`config.mk`:
```
export PLATFORM = sky130hd
export DESIGN_NAME = uart_cmd_rx
export DESIGN_NICKNAME = d
export VERILOG_FILES = /design/src/rtl/uart_cmd_rx.sv
export SDC_FILE = /design/constraint.sdc
export NUM_CORES = 1
export LEC_CHECK = 0
export ABC_AREA = 0
export CORE_UTILIZATION = 45
export DETAILED_ROUTE_END_ITERATION = 7
export HOLD_SLACK_MARGIN = 0.03
export PLACE_DENSITY = 0.72
export SYNTH_ARGS = -nofsm -noshare
export SYNTH_HDL_FRONTEND = slang
export SYNTH_SLANG_ARGS = --single-unit
```
`constraint.sdc`:
```
create_clock -name clk -period 2.5 [get_ports clk]
set_clock_uncertainty 0.05 [all_clocks]
set_input_delay 0.75 -clock clk [delete_from_list [all_inputs] [get_ports clk]]
set_output_delay 0.75 -clock clk [all_outputs]
set_load 0.005 [all_outputs]
```
`src/rtl/uart_cmd_rx.sv`:
```
// Serial command receiver: 8N1 deserialiser feeding a [0xA5, CMD, CHK] frame parser.
// The 2-bit opcode goes out on a valid/ready handshake; framing, checksum and overrun errors are 1-cycle pulses.
`timescale 1ns/1ps
module uart_cmd_rx #(
  parameter int CLK_HZ  = 50_000_000,
  parameter int BAUD    = 115_200,
  parameter int TO_BITS = 32
) (
  input  logic       clk,
  input  logic       rst_n,
  input  logic       RxD,
  output logic [1:0] opcode,
  output logic       cmd_valid,
  input  logic       ready,
  output logic       frame_err,
  output logic       chk_err,
  output logic       overrun,
  output logic [1:0] dbg_bit_state,
  output logic [1:0] dbg_frame_state
);

  // Handshake: a command transfers on a rising clk edge where cmd_valid && ready.
  // Once cmd_valid is raised, opcode is held stable until that transfer.

  localparam int DIV      = CLK_HZ / (BAUD * 16);
  localparam int DW       = (DIV > 1) ? $clog2(DIV) : 1;
  localparam int TO_TICKS = TO_BITS * 16;
  localparam int TW       = $clog2(TO_TICKS + 1);
  localparam logic [7:0] HDR_BYTE = 8'hA5;

  typedef enum logic [1:0] {B_IDLE, B_START, B_DATA, B_STOP} bit_state_t;
  typedef enum logic [1:0] {F_HDR, F_CMD, F_CHK} frame_state_t;

  bit_state_t   b_state, b_next;
  frame_state_t f_state, f_next;

  logic          rx_meta, rx_sync, rx_prev;
  logic [1:0]    fill;
  logic          armed;
  logic          fall;
  logic [DW-1:0] div_cnt;
  logic          tick;
  logic [3:0]    tick_cnt;
  logic [2:0]    bit_cnt;
  logic [1:0]    samp;
  logic          maj;
  logic [7:0]    shreg;
  logic [7:0]    cmd_byte;
  logic [TW-1:0] to_cnt;

  logic start_go, start_bad, byte_done, stop_bad;
  logic timeout, frame_good, frame_bad;
  logic accept;

  // Synchroniser; armed stays low until a real 1 has been seen after reset,
  // so a line held low through reset release cannot fake a start edge.
  always_ff @(posedge clk or negedge rst_n) begin
    if (!rst_n) begin
      rx_meta <= 1'b1;
      rx_sync <= 1'b1;
      rx_prev <= 1'b1;
      fill    <= 2'b00;
      armed   <= 1'b0;
    end else begin
      rx_meta <= RxD;
      rx_sync <= rx_meta;
      rx_prev <= rx_sync;
      fill    <= {fill[0], 1'b1};
      armed   <= armed | (fill[1] & rx_sync);
    end
  end

  assign fall = armed & rx_prev & ~rx_sync;
  assign tick = (div_cnt == DW'(DIV - 1));
  assign maj  = (samp[0] & samp[1]) | (samp[0] & rx_sync) | (samp[1] & rx_sync);

  always_ff @(posedge clk or negedge rst_n) begin
    if (!rst_n) begin
      div_cnt  <= '0;
      tick_cnt <= '0;
      bit_cnt  <= '0;
      samp     <= '0;
      shreg    <= '0;
    end else begin
      if (start_go || tick) div_cnt <= '0;
      else                  div_cnt <= div_cnt + 1'b1;

      if (start_go)  tick_cnt <= '0;
      else if (tick) tick_cnt <= tick_cnt + 1'b1;

      if (start_go)
        bit_cnt <= '0;
      else if (b_state == B_DATA && tick && tick_cnt == 4'd15)
        bit_cnt <= bit_cnt + 1'b1;

      if (tick && tick_cnt == 4'd7) samp[0] <= rx_sync;
      if (tick && tick_cnt == 4'd8) samp[1] <= rx_sync;

      if (b_state == B_DATA && tick && tick_cnt == 4'd9)
        shreg <= {maj, shreg[7:1]};
    end
  end

  // Bit FSM: state register / next state / outputs
  always_ff @(posedge clk or negedge rst_n) begin
    if (!rst_n) b_state <= B_IDLE;
    else        b_state <= b_next;
  end

  always_comb begin
    b_next = b_state;
    case (b_state)
      B_IDLE:  if (fall) b_next = B_START;
      B_START: begin
        if (tick && tick_cnt == 4'd7 && rx_sync) b_next = B_IDLE;
        else if (tick && tick_cnt == 4'd15)      b_next = B_DATA;
      end
      B_DATA:  if (tick && tick_cnt == 4'd15 && bit_cnt == 3'd7) b_next = B_STOP;
      B_STOP:  if (tick && tick_cnt == 4'd9) b_next = B_IDLE;
      default: b_next = B_IDLE;
    endcase
  end

  always_comb begin
    start_go  = 1'b0;
    start_bad = 1'b0;
    byte_done = 1'b0;
    stop_bad  = 1'b0;
    case (b_state)
      B_IDLE:  start_go  = fall;
      B_START: start_bad = tick && tick_cnt == 4'd7 && rx_sync;
      B_STOP: begin
        byte_done = tick && tick_cnt == 4'd9 && maj;
        stop_bad  = tick && tick_cnt == 4'd9 && !maj;
      end
      default: ;
    endcase
  end

  // Frame FSM: state register / next state / outputs
  always_ff @(posedge clk or negedge rst_n) begin
    if (!rst_n) f_state <= F_HDR;
    else        f_state <= f_next;
  end

  always_comb begin
    f_next = f_state;
    case (f_state)
      F_HDR: if (byte_done && shreg == HDR_BYTE) f_next = F_CMD;
      F_CMD: begin
        if (byte_done)                f_next = F_CHK;
        else if (stop_bad || timeout) f_next = F_HDR;
      end
      F_CHK: if (byte_done || stop_bad || timeout) f_next = F_HDR;
      default: f_next = F_HDR;
    endcase
  end

  always_comb begin
    timeout    = 1'b0;
    frame_good = 1'b0;
    frame_bad  = 1'b0;
    if (f_state != F_HDR)
      timeout = tick && (to_cnt == TW'(TO_TICKS - 1));
    if (f_state == F_CHK && byte_done) begin
      if (shreg == (HDR_BYTE ^ cmd_byte) && cmd_byte[7:2] == 6'd0) frame_good = 1'b1;
      else                                                        frame_bad  = 1'b1;
    end
  end

  // Inter-byte timeout counts ticks since the last delivered byte of a partial frame.
  always_ff @(posedge clk or negedge rst_n) begin
    if (!rst_n) begin
      cmd_byte <= '0;
      to_cnt   <= '0;
    end else begin
      if (f_state == F_CMD && byte_done) cmd_byte <= shreg;
      if (f_state == F_HDR || byte_done) to_cnt <= '0;
      else if (tick)                     to_cnt <= to_cnt + 1'b1;
    end
  end

  assign accept = cmd_valid & ready;

  always_ff @(posedge clk or negedge rst_n) begin
    if (!rst_n) begin
      opcode    <= '0;
      cmd_valid <= 1'b0;
      frame_err <= 1'b0;
      chk_err   <= 1'b0;
      overrun   <= 1'b0;
    end else begin
      frame_err <= start_bad | stop_bad;
      chk_err   <= frame_bad;
      overrun   <= frame_good & cmd_valid & ~accept;
      // A completion coinciding with acceptance reloads instead of clearing.
      if (frame_good && (!cmd_valid || accept)) begin
        cmd_valid <= 1'b1;
        opcode    <= cmd_byte[1:0];
      end else if (accept) begin
        cmd_valid <= 1'b0;
      end
    end
  end

  assign dbg_bit_state   = b_state;
  assign dbg_frame_state = f_state;

endmodule

```
# [Word level (Yosys, flattened, before mapping)]
# Cells that the tools add are included.
[op_classes] addsub=4 n_eq_ne=21 bitwise=16 mux=29 reduce_logical=35
[ops] operator="$mux 10" n=2
[ops] operator="$mux 2" n=9
[ops] operator="$logic_and 1x1->1" n=17
[ops] operator="$eq 4x4->1 const B" n=3
[ops] operator="$mux 1" n=11
[ops] operator="$add 10x1->10 const B" n=1
[ops] operator="$eq 10x9->1 const B" n=1
[ops] operator="$reduce_bool 2->1" n=5
[ops] operator="$and 1x1->1" n=9
[ops] operator="$eq 8x8->1" n=1
[ops] operator="$eq 8x8->1 const B" n=1
[ops] operator="$mux 4" n=2
[ops] operator="$ne 2x2->1 const B" n=4
[ops] operator="$pmux 2 s4" n=1
[ops] operator="$eq 2x2->1 const B" n=3
[ops] operator="$logic_not 6->1" n=1
[ops] operator="$logic_or 1x1->1" n=6
[ops] operator="$mux 3" n=2
[ops] operator="$ne 3x3->1 const B" n=2
[ops] operator="$pmux 2 s3" n=1
[ops] operator="$add 5x1->5 const B" n=1
[ops] operator="$eq 5x5->1 const B" n=1
[ops] operator="$mux 5" n=1
[ops] operator="$add 4x1->4 const B" n=1
[ops] operator="12 further kinds" n=19
[word_totals] ff_bits=56 input_bits=4 elab_cells=125

# [Logic depth before layout (Yosys ltp)]
# Gate-level depths: netlist of the first run.
[depth] word_depth=10 ltp_mapped=8 depth_no_buf=6

# [Worst setup path after synthesis of the first run]
# Ideal clock, no wire load.
[synth_path] path_kind="register to register" startpoint="register rx_sync" endpoint="register cmd_byte[0]" path_buffers=1 path_stages_with_launch=6 period_less_slack_ns=1.815 setup_ns=0.125 t_arrival_ns=1.640 path_slack_ns=0.685 cell_sequence="dfstp_2 buf_2 maj3_1 nand4_4 nor2_4 mux2_2"
[synth_via] elab_chain_cells=6 elab_cells_between_ends=7 classes_between="mux: 1; bitwise: 4; reduce/logical: 2"
[synth_rtl] element="from (decl)" line="37" text="logic rx_meta, rx_sync, rx_prev;"
[synth_rtl] element="from (signal assigned)" line="66" text="rx_sync <= rx_meta;"
[synth_rtl] element="$and 1x1->1" line="75" text="assign maj = (samp[0] & samp[1]) | (samp[0] & rx_sync) | (samp[1] & rx_sync);"
[synth_rtl] element="$or 1x1->1" line="75"
[synth_rtl] element="$or 1x1->1 *" line="75"
[synth_rtl] element="$logic_and 1x1->1 *" line="133" text="byte_done = tick && tick_cnt == 4'd9 && maj;"
[synth_rtl] element="$mux 1 *" line="129" text="case (b_state)"
[synth_rtl] element="$logic_and 1x1->1 *" line="177" text="if (f_state == F_CMD && byte_done) cmd_byte <= shreg;"
[synth_rtl] element="to (signal assigned)" line="177"
[synth_rtl] element="to (decl)" line="48" text="logic [7:0] cmd_byte;"
# Mark *: on every way between the ends. The rest lies on a longest branch, timed or not.
# A chain may end at the register's enable or synchronous reset.

# [Worst setup path after layout of the first run]
[layout_path] startpoint="register b_state[0], in the netlist dbg_bit_state[0]" endpoint="output port dbg_bit_state[0]"
[layout_lines] element="from (decl)" line="34" text="bit_state_t b_state, b_next;"
[layout_lines] element="from (signal assigned)" line="107" text="else b_state <= b_next;"
[layout_lines] element="to (decl)" line="18" text="output logic [1:0] dbg_bit_state,"
# No word-level cell between the ends.

==> results by group, run 1 <==
Power and ir drop
  – PD cells: roughly 630 mW/mm^2
  – Pleak: 0.00130 uW
  – Worst vdd ir: about 0.43 mV
  – Pwr Total: 1830 uW

Min path
  – Worst Hold Class: flop to flop
  – Worst Hold Path Cells: 0
  – Worst hold start: rx_meta$_DFF_PN1_
  – Hold Path End: rx_sync$_DFF_PN1_

Synthesis
  – Seq cells post-synth: 56
  – Avg Inst Size Synth: 11.8 um^2
  – Async SR Flop Fraction: 1.00
  – Ys flop type: dfrtp_1
  – Seq/Total Area, Yosys: 0.546
  – Synth cell types: 48
  – EDFF count, synth: 0
  – Yosys warning count: 0
  – Syn Std Cell Area: about 0.0026 mm^2
  – Post-synthesis cell count: 218
  – Synth Net Count: 230

Job
  – Max Cap Viol: 0

Clock network
  – Sink Count: between 50 and 60
  – CTS max path bufs: 2
  – Clock root buffer master: clkbuf_8
  – H-tree depth: 2
  – Hold_buf cts: 0
  – Num CTS Buffers: 5
  – Post_cts resized: 0
  – Worst-path clk slew: 0.10 ns
  – CTS tree: built
  – Setup bufs post-CTS: 0
  – Worst-Skew Late Latency: a little over 0.3 ns

STA
  – Fin. Hold Viols: 0
  – Fin Setup TNS: 0 ns
  – Unrepaired setup endpoints after global routing: no
  – Final Max Tran Viols: 0
  – Hold WS: 0.311 ns
  – Fin crit share: 0.927
  – Final setup fails: 0
  – Max Freq: 0.431 GHz
  – Final Critical Period: between 2 and 2.5 ns

Worst setup path
  – Worst setup SP type: flop
  – Setup CP Type: flop to output port
  – CP Cell Sequence: clkdlybuf4s50_1
  – R2R depth: 6
  – R2r setup slk: 0.39 ns
  – Reg-to-reg endpoint: cmd_byte[4]$_DFFE_PN0P_
  – Critical path depth in cells: 1
  – CP Max Fanout: 11
  – Critical path data arrival time: 1.52 ns
  – Slowest cell on crit path: dfrtp_1
  – R2R Path Start: div_cnt[0]$_DFF_PN0_
  – Crit. End Element: output port
  – Count of buffer and inverter cells on the critical path: 1
  – Maximum single-stage delay on the critical path: 0.62 ns
  – WP data required: around 1.7 ns
  – Setup crit start: dbg_bit_state[0]$_DFFE_PN0P_
  – Crit-path leading delay family: flip-flops

Outcome
  – Status: completed

Finish
  – Multi-input gate area: 0.00111 mm^2
  – Most common cell after layout, fill and taps aside: dfrtp_1
  – Most frequent cells in the layout: dfrtp_1, nor2_1, mux2_2
  – Register area: 0.00141 mm^2
  – Final instance area: 0.00291 mm^2
  – Layout cells sized above 1: 0.203
  – Diode count: 0
  – Synth-to-layout area growth: 13.0%
  – Layout fillers: 461
  – Nets: 248

Drt
  – WL final: 4.13 mm
  – Total number of vias: ~1600
  – Vias/cell: 5.16
  – Number of routed nets with antenna violations: 0
  – Iter 0 DRT Violations: 70
  – Mean routed wirelength per cell: between 10 and 15 um
  – Detailed Routing Iterations Pass 1: 4
  – Remaining DRCs: 0

Floorplanning
  – Starting Density: 0.467
  – I/O pins: 14
  – Die Ht: 77.6 um
  – Core Area: between 0.005 and 0.006 mm^2
  – Die width: 77.6 um
  – Die ar.: 0.00602 mm^2
  – Cell row count: 27

GRT
  – GRT Util Overall: 0.157
  – Largest net degree at the start of global routing: 57
  – Number of global-route vias before repair: 1512
  – Initial antenna violation count: 0
  – First-pass GRT wire length: 7.33 mm
  – Total gr overflow: 0

Placement
  – Post-DP HPWL: 2.88 mm
  – Post-Place Cell Area: 0.00280 mm^2
  – Gpl congestion: 0.754
  – Input/output buffers: 13
layer usage:
| metal | routed length, um | GRT usage | vias to the layer above |
|---|---|---|---|
| met2 | 1900 | 0.235 | 17 |
| met3 | 102 | 0.0341 | 7 |
| li1 | - | - | 793 |
| met1 | 2040 | 0.217 | 777 |
| met5 | 0 | 0 | - |
| met4 | 84 | 0.0736 | 0 |
area by class of cell:
class                   instances  area share
well taps                      72      0.0310
clock buffers                   5      0.0237
inverters                       5     0.00646
flip-flops and latches         56       0.483
clock inverters                 3      0.0146
multi-input cells             151       0.383
repair buffers                 17      0.0577
flip-flops by register name, indices dropped and copies added (netlist names), 3 cells and up, named ones only:
signal and count:
bit_cnt 3, shreg 8, cmd_byte 8, tick_cnt 4
div_cnt 5, to_cnt 10
metrics by stage:
step	setup WS (ns)	cells	utilization
global placement	0.340	301	0.508
global route	0.127	309	0.528
CTS	0.182	309	0.528
finish	0.181	309	0.528
floorplan	0.685	218	-
detailed placement	0.295	301	0.508
worst max path at each step:
stage                                          to
after CTS                        dbg_bit_state[0]
after global placement      opcode[1]$_DFFE_PN0P_
after floorplan           cmd_byte[0]$_DFFE_PN0P_
after detailed placement    opcode[0]$_DFFE_PN0P_
final                            dbg_bit_state[0]
after global routing             dbg_bit_state[0]
cell families (layout without fill, tap and decap cells):
kind of cell,after synthesis,after routing,synth area share
and+or+nand+nor,88,88,0.198
DFF,56,56,0.546
adders and majority gates,9,9,0.0428
xor gates and xnor gates,17,17,0.0579
buffers and inverters,11,30,0.0204
muxes,22,22,0.0954
other,1,1,0.00146
AOI/OAI and AO/OA,14,14,0.0375
report_power, final:
part	switching (uW)	internal (uW)	total [uW]
Clock	287	297	583
Sequential	76.2	969	1050
Combinational	107	96.1	203
Total	470	1360	1830
cells in the mapped netlist (5+ instances only):
cell / n / area (um^2)
nand3_1: 5 / 25.0
mux2_2: 20 / 225
dfrtp_1: 53 / 1330
inv_1: 5 / 18.8
nor2_1: 28 / 105
ha_1: 8 / 100
xor2_1: 8 / 70.1
xnor2_1: 9 / 78.8
nand4_1: 6 / 37.5
nand2_1: 14 / 52.6
Note: power is estimated with default switching activity, not from simulation.
==> inputs of run 2 (changes only) <==
--- a/config.mk
+++ b/config.mk
@@ -6,10 +6,10 @@
 export NUM_CORES = 1
 export LEC_CHECK = 0
 export ABC_AREA = 0
-export CORE_UTILIZATION = 45
+export CORE_UTILIZATION = 27
 export DETAILED_ROUTE_END_ITERATION = 7
 export HOLD_SLACK_MARGIN = 0.03
-export PLACE_DENSITY = 0.72
+export PLACE_DENSITY = 0.51
 export SYNTH_ARGS = -nofsm -noshare
 export SYNTH_HDL_FRONTEND = slang
 export SYNTH_SLANG_ARGS = --single-unit
==> run 2 against run 1 <==
Via count is 2.6% higher; sequential cell count stayed put; setup slack better by 0.13 ns; register-to-register slack worse by 0.03 ns; hold slack worse by 0.00068 ns; count of clock-buffer cells in the layout is 2 higher; final cell count is 19% higher; critical path depth stayed put; largest cell class unchanged; largest power group unchanged.
==> results by group, run 2 (synthesized netlist as in run 1, its figures left out) <==
Power and ir drop
  – Switching power of the nets: 463 uW (-1.5%)
  – Internal power: 1300 uW (-4.8%)
  – Flop pwr share: 0.585 (+0.014)
  – PD cells: 593 mW/mm^2 (-5.9%)
  – Gate power share: 0.127 (+0.016)
  – Clock network fraction of total power: 0.287 (-0.031)
  – Sw Ratio: 0.263 (+0.00653)
  – Pleak: 0.00129 uW (-0.41%)
  – Worst vdd ir: 0.211 mV (-51%)

STA
  – Final setup fails: 0 (unchanged)
  – Fin Setup TNS: 0 ns (unchanged)
  – Final Critical Period: 2.18 ns (-0.134 ns)
  – Setup ws final: 0.316 ns (+0.134 ns)
  – Fin. Hold Viols: 0 (unchanged)
  – Unrepaired setup endpoints after global routing: no
  – Fin crit share: 0.874 (-0.0538)
  – Max Freq: 0.458 GHz (+6.2%)
  – Final Max Tran Viols: 0 (unchanged)

Clock network
  – H-tree depth: 2 (unchanged)
  – Setup bufs post-CTS: 0 (unchanged)
  – CTS tree: built
  – Worst-path clk slew: 0.09 ns (about the same)
  – Sink Count: 56 (unchanged)
  – Num CTS Buffers: 5 (unchanged)
  – Clock root buffer master: clkbuf_8
  – Worst-Skew Late Latency: 0.31 ns (about the same)
  – CTS max path bufs: 2 (unchanged)
  – Hold_buf cts: 0 (unchanged)
  – Post_cts resized: 0 (unchanged)

Worst setup path
  – Slowest cell on crit path: clkdlybuf4s50_1
  – Worst setup SP type: flop
  – R2r setup slk: 0.36 ns (-0.03 ns)
  – R2R Path Start: div_cnt[0]$_DFF_PN0_
  – CP Cell Sequence: clkdlybuf4s50_1
  – WP data required: 1.70 ns (about the same)
  – Critical path data arrival time: 1.38 ns (-0.14 ns)
  – Count of buffer and inverter cells on the critical path: 1 (unchanged)
  – Maximum single-stage delay on the critical path: 0.57 ns (-0.05 ns)
  – Crit. End Element: output port
  – Reg-to-reg endpoint: cmd_byte[7]$_DFFE_PN0P_
  – R2R depth: 6 (unchanged)
  – Setup CP Type: flop to output port
  – CP Max Fanout: 7 (-4)
  – Crit-path leading delay family: buffers and inverters

Drt
  – Iter 0 DRT Violations: 68 (-2.9%)
  – Remaining DRCs: 0 (unchanged)
  – Total number of vias: 1635 (+2.6%)
  – Mean routed wirelength per cell: 12.2 um (-8.4%)
  – Number of routed nets with antenna violations: 0 (unchanged)
  – WL final: 4.49 mm (+8.8%)
  – Detailed Routing Iterations Pass 1: 4 (unchanged)
  – Vias/cell: 4.46 (-14%)

Outcome
  – Status: completed

Floorplanning
  – I/O pins: 14 (unchanged)
  – Die ar.: 0.00992 mm^2 (+65%)
  – Cell row count: 35 (+30%)
  – Die width: 99.6 um (+28%)
  – Core Area: 0.00924 mm^2 (+68%)
  – Starting Density: 0.278 (-0.189)
  – Die Ht: 99.6 um (+28%)

Finish
  – Nets: 249 (+0.40%)
  – Layout cells sized above 1: 0.202 (-0.000851)
  – Most frequent cells in the layout: dfrtp_1, nor2_1, mux2_2
  – Diode count: 0 (unchanged)
  – Synth-to-layout area growth: 15.4%
  – Max reg flops: 10 (unchanged)
  – Most common cell after layout, fill and taps aside: dfrtp_1
  – Top flop regs: to_cnt (10), cmd_byte (8), shreg (8)
  – Layout fillers: 943 (+100%)
  – Largest register by flop count: to_cnt

Min path
  – Hold Path End: rx_sync$_DFF_PN1_
  – Worst Hold Path Cells: 0 (unchanged)
  – Worst Hold Class: flop to flop
  – Worst hold start: rx_meta$_DFF_PN1_

Placement
  – Dpl ws: 0.319 ns (+0.0240 ns)
  – Input/output buffers: 13 (unchanged)
  – Post-DP HPWL: 3.07 mm (+6.7%)
  – Gpl congestion: 0.692 (-8.2%)

GRT
  – Total gr overflow: 0 (unchanged)
  – Number of global-route vias before repair: 1693 (+12%)
  – First-pass GRT wire length: 7.90 mm (+7.8%)
  – GRT Util Overall: 0.103 (-0.0547)
  – Initial antenna violation count: 0 (unchanged)
  – Largest net degree at the start of global routing: 57 (unchanged)

Job
  – Max Cap Viol: 0 (unchanged)
run 2: changes by cell type in the layout (fill, tap and decap cells not counted), sizes merged:
cell    before  now
buf          5    6
clkinv       1    0
bufinv       1    0
clkbuf       5    7
run 2: metal layers:
| layer | global-route usage | routed length, um | up-vias |
|---|---|---|---|
| met5 | 0 | 0 | - |
| met4 | 0.0441 | 63 | 0 |
| met3 | 0.0295 | 130 | 5 |
| met2 | 0.159 | 2070 | 18 |
| met1 | 0.134 | 2230 | 816 |
| li1 | - | - | 796 |
run 2: stage by stage:
step | cell area, um^2 | hold slack [ns] | total power, uW | utilization | instances
after global placement | 2870 | 0.286 | 1270 | 0.311 | 359
after floorplan | 2570 | 0.281 | 1190 | - | 218
final | 2970 | 0.310 | 1760 | 0.321 | 367
after CTS | 2970 | 0.311 | 1800 | 0.321 | 367
after global routing | 2970 | 0.321 | 1880 | 0.321 | 367
after detailed placement | 2870 | 0.297 | 1280 | 0.311 | 359
run 2: power by group through the flow:
stage          logic [uW]  registers, uW  clock network (uW)
2_1_floorplan         158           1030                   0
3_3_place_gp          225           1050                   0
3_5_place_dp          229           1050                   0
4_1_cts               231           1030                 534
5_1_grt               263           1040                 574
6_report              224           1030                 506
run 2: worst max-delay path by stage:
stage	start	slack, ns	endpoint	cells after the start
CTS	flop	0.28	dbg_bit_state[1]	1
global route	div_cnt[0]$_DFF_PN0_	0.21	cmd_byte[5]$_DFFE_PN0P_	6
finish	flop	0.32	dbg_bit_state[1]	1
floorplan	rx_sync$_DFF_PN1_	0.69	cmd_byte[0]$_DFFE_PN0P_	5
detailed placement	ready	0.32	opcode[1]$_DFFE_PN0P_	5
global placement	ready	0.33	opcode[1]$_DFFE_PN0P_	5
run 2: final cells by class:
cell class,count,area (um^2),area share
clock inverters,1,7.51,0.00253
inverters,5,18.8,0.00632
clock buffers,7,86.3,0.0291
repair buffers,18,175,0.0590
well taps,129,161,0.0544
multi-input cells,151,1110,0.375
flip-flops and latches,56,1410,0.473
==> inputs of run 3 (changes only) <==
--- a/config.mk
+++ b/config.mk
@@ -6,6 +6,7 @@
 export NUM_CORES = 1
 export LEC_CHECK = 0
 export ABC_AREA = 0
+export CORE_ASPECT_RATIO = 1.75
 export CORE_UTILIZATION = 27
 export DETAILED_ROUTE_END_ITERATION = 7
 export HOLD_SLACK_MARGIN = 0.03
==> run 3 against run 2 <==
Register-to-register slack better by 0.07 ns; count of clock-buffer cells in the layout grew 1; sequential share of layout area decreased by 0.92 points; design area is 2.0% higher; routed wire length is 5.9% higher; fmax rose by 1.9%; non-clock buffer count up 1; setup slack gained 0.041 ns; highest routed layer unchanged; critical path type unchanged; first-iteration DRC count shrank 44%; via count down 1.2%; hold slack lost 0.10 ns; final cell count fell by 2.2%.
==> results by group, run 3 (synthesized netlist as in run 1, its figures left out) <==
STA
  – Max Freq: 0.467 GHz (+1.9%)
  – Unrepaired setup endpoints after global routing: no
  – Hold WS: 0.208 ns (-0.102 ns)
  – Fin. Hold Viols: 0 (unchanged)
  – Setup ws final: 0.357 ns (+0.0414 ns)
  – Final setup fails: 0 (unchanged)
  – Final Max Tran Viols: 0 (unchanged)
  – Fin crit share: 0.857 (-0.0165)
  – Final Critical Period: 2.14 ns (-0.0414 ns)
  – Fin Setup TNS: 0 ns (unchanged)

GRT
  – Total gr overflow: 0 (unchanged)
  – GRT Util Overall: 0.111 (+0.00871)
  – Number of global-route vias before repair: 1660 (-1.9%)
  – First-pass GRT wire length: 8.06 mm (+2.0%)
  – Largest net degree at the start of global routing: 54 (-5.3%)
  – Initial antenna violation count: 0 (unchanged)

Finish
  – Nets: 250 (+0.40%)
  – Diode count: 0 (unchanged)
  – Most frequent cells in the layout: dfrtp_1, nor2_1, mux2_2
  – Most common cell after layout, fill and taps aside: dfrtp_1
  – Synth-to-layout area growth: 17.7%
  – Layout fillers: 909 (-3.6%)
  – Largest register by flop count: to_cnt
  – Max reg flops: 10 (unchanged)
  – Layout cells sized above 1: 0.205 (+0.00334)
  – Top flop regs: to_cnt (10), cmd_byte (8), shreg (8)
  – Non-filler instance count after layout: 359 (-2.2%)

Power and ir drop
  – PD cells: 657 mW/mm^2 (+11%)
  – Worst vdd ir: 0.404 mV (+92%)
  – Pleak: 0.00133 uW (+3.0%)
  – Pwr Total: 1990 uW (+13%)

Worst setup path
  – Critical path data arrival time: 1.34 ns (-0.04 ns)
  – Count of buffer and inverter cells on the critical path: 1 (unchanged)
  – CP Cell Sequence: clkdlybuf4s50_1
  – Setup CP Type: flop to output port
  – CP Max Fanout: 7 (unchanged)
  – Crit. End Element: output port
  – Maximum single-stage delay on the critical path: 0.56 ns (about the same)
  – Slowest cell on crit path: clkdlybuf4s50_1
  – WP data required: 1.70 ns (about the same)
  – Worst setup SP type: flop
  – Crit-path leading delay family: buffers and inverters

Outcome
  – Status: completed

Floorplanning
  – Core Area: 0.00915 mm^2 (-0.96%)
  – I/O pins: 14 (unchanged)
  – Die ar.: 0.00993 mm^2 (+0.16%)
  – Die Ht: 131 um (+32%)
  – Cell row count: 46 (+31%)
  – Die width: 75.8 um (-24%)
  – Starting Density: 0.281 (+0.00270)

Drt
  – Total number of vias: 1615 (-1.2%)
  – Remaining DRCs: 0 (unchanged)
  – WL final: 4.75 mm (+5.9%)
  – Number of routed nets with antenna violations: 0 (unchanged)
  – Vias/cell: 4.50 (+0.98%)
  – Mean routed wirelength per cell: 13.2 um (+8.2%)
  – Detailed Routing Iterations Pass 1: 4 (unchanged)
  – Iter 0 DRT Violations: 38 (-44%)

Placement
  – Gpl congestion: 0.687 (-0.75%)
  – Dpl ws: 0.308 ns (-0.0113 ns)
  – Post-DP HPWL: 3.41 mm (+11%)
  – DP Cell Count: 351 (-2.2%)
  – Input/output buffers: 13 (unchanged)

Clock network
  – Post_cts resized: 0 (unchanged)
  – Hold_buf cts: 0 (unchanged)
  – CTS tree: built
  – Clock root buffer master: clkbuf_16
  – Num CTS Buffers: 5 (unchanged)
  – CTS max path bufs: 2 (unchanged)
  – Worst-Skew Late Latency: 0.30 ns (about the same)
  – H-tree depth: 2 (unchanged)
  – Worst-path clk slew: 0.06 ns (-0.03 ns)
  – Setup bufs post-CTS: 0 (unchanged)
  – Sink Count: 56 (unchanged)

Min path
  – Worst Hold Class: input pin to asynchronous set/reset pin

Job
  – Max Cap Viol: 0 (unchanged)
-- run 3: cell count changes in the layout (fill, tap and decap cells not counted), sizes merged --
| cell | before | now |
|---|---|---|
| buf | 6 | 7 |
| clkinvlp | 1 | 0 |
| clkbuf | 7 | 8 |
-- run 3: where the power goes --
part / switching, uW / internal (uW)
registers: 62.0 / 970
logic: 120 / 101
clock network: 308 / 427
-- run 3: path summary, 6_finish.rpt --
path,start,to,slack (ns),depth (start not counted)
max,flop,dbg_bit_state[1],0.36,1
min,rst_n,fill[0]$_DFF_PN0_,0.21,1
max reg2reg,div_cnt[0]$_DFF_PN0_,cmd_byte[1]$_DFFE_PN0P_,0.43,6
min reg2reg,rx_meta$_DFF_PN1_,rx_sync$_DFF_PN1_,0.32,0
max in group asynchronous,rst_n,rx_meta$_DFF_PN1_,1.67,2
min in group clk,rx_meta$_DFF_PN1_,rx_sync$_DFF_PN1_,0.32,0
-- run 3: area by class of cell --
type / count / area (um^2) / area share
Sequential cell: 56 / 1410 / 0.464
Inverter: 5 / 18.8 / 0.00620
Tap cell: 120 / 150 / 0.0496
Multi-Input combinational cell: 151 / 1110 / 0.368
Timing Repair Buffer: 19 / 183 / 0.0604
Clock buffer: 8 / 156 / 0.0517
-- run 3: metal layers --
layer | global-route usage | vias up | part of all wire
li1 | - | 791 | -
met1 | 0.112 | 801 | 0.40
met2 | 0.204 | 15 | 0.55
met3 | 0.0206 | 8 | 0.021
met4 | 0.0654 | 0 | 0.027
met5 | 0 | - | 0
-- run 3: through the flow --
| step | utilization | cell area, um^2 |
|---|---|---|
| 5_1_grt | 0.331 | 3030 |
| 6_report | 0.331 | 3030 |
| 2_1_floorplan | - | 2570 |
| 4_1_cts | 0.331 | 3030 |
| 3_5_place_dp | 0.314 | 2870 |
| 3_3_place_gp | 0.314 | 2870 |
-- run 3: worst register-to-register path, cell delays in order (launching register included) --
cell,delay (ns)
dfrtp_1,0.41
inv_1,0.07
ha_1,0.15
and4b_1,0.43
nand4_4,0.19
nor2_4,0.28
mux2_2,0.37
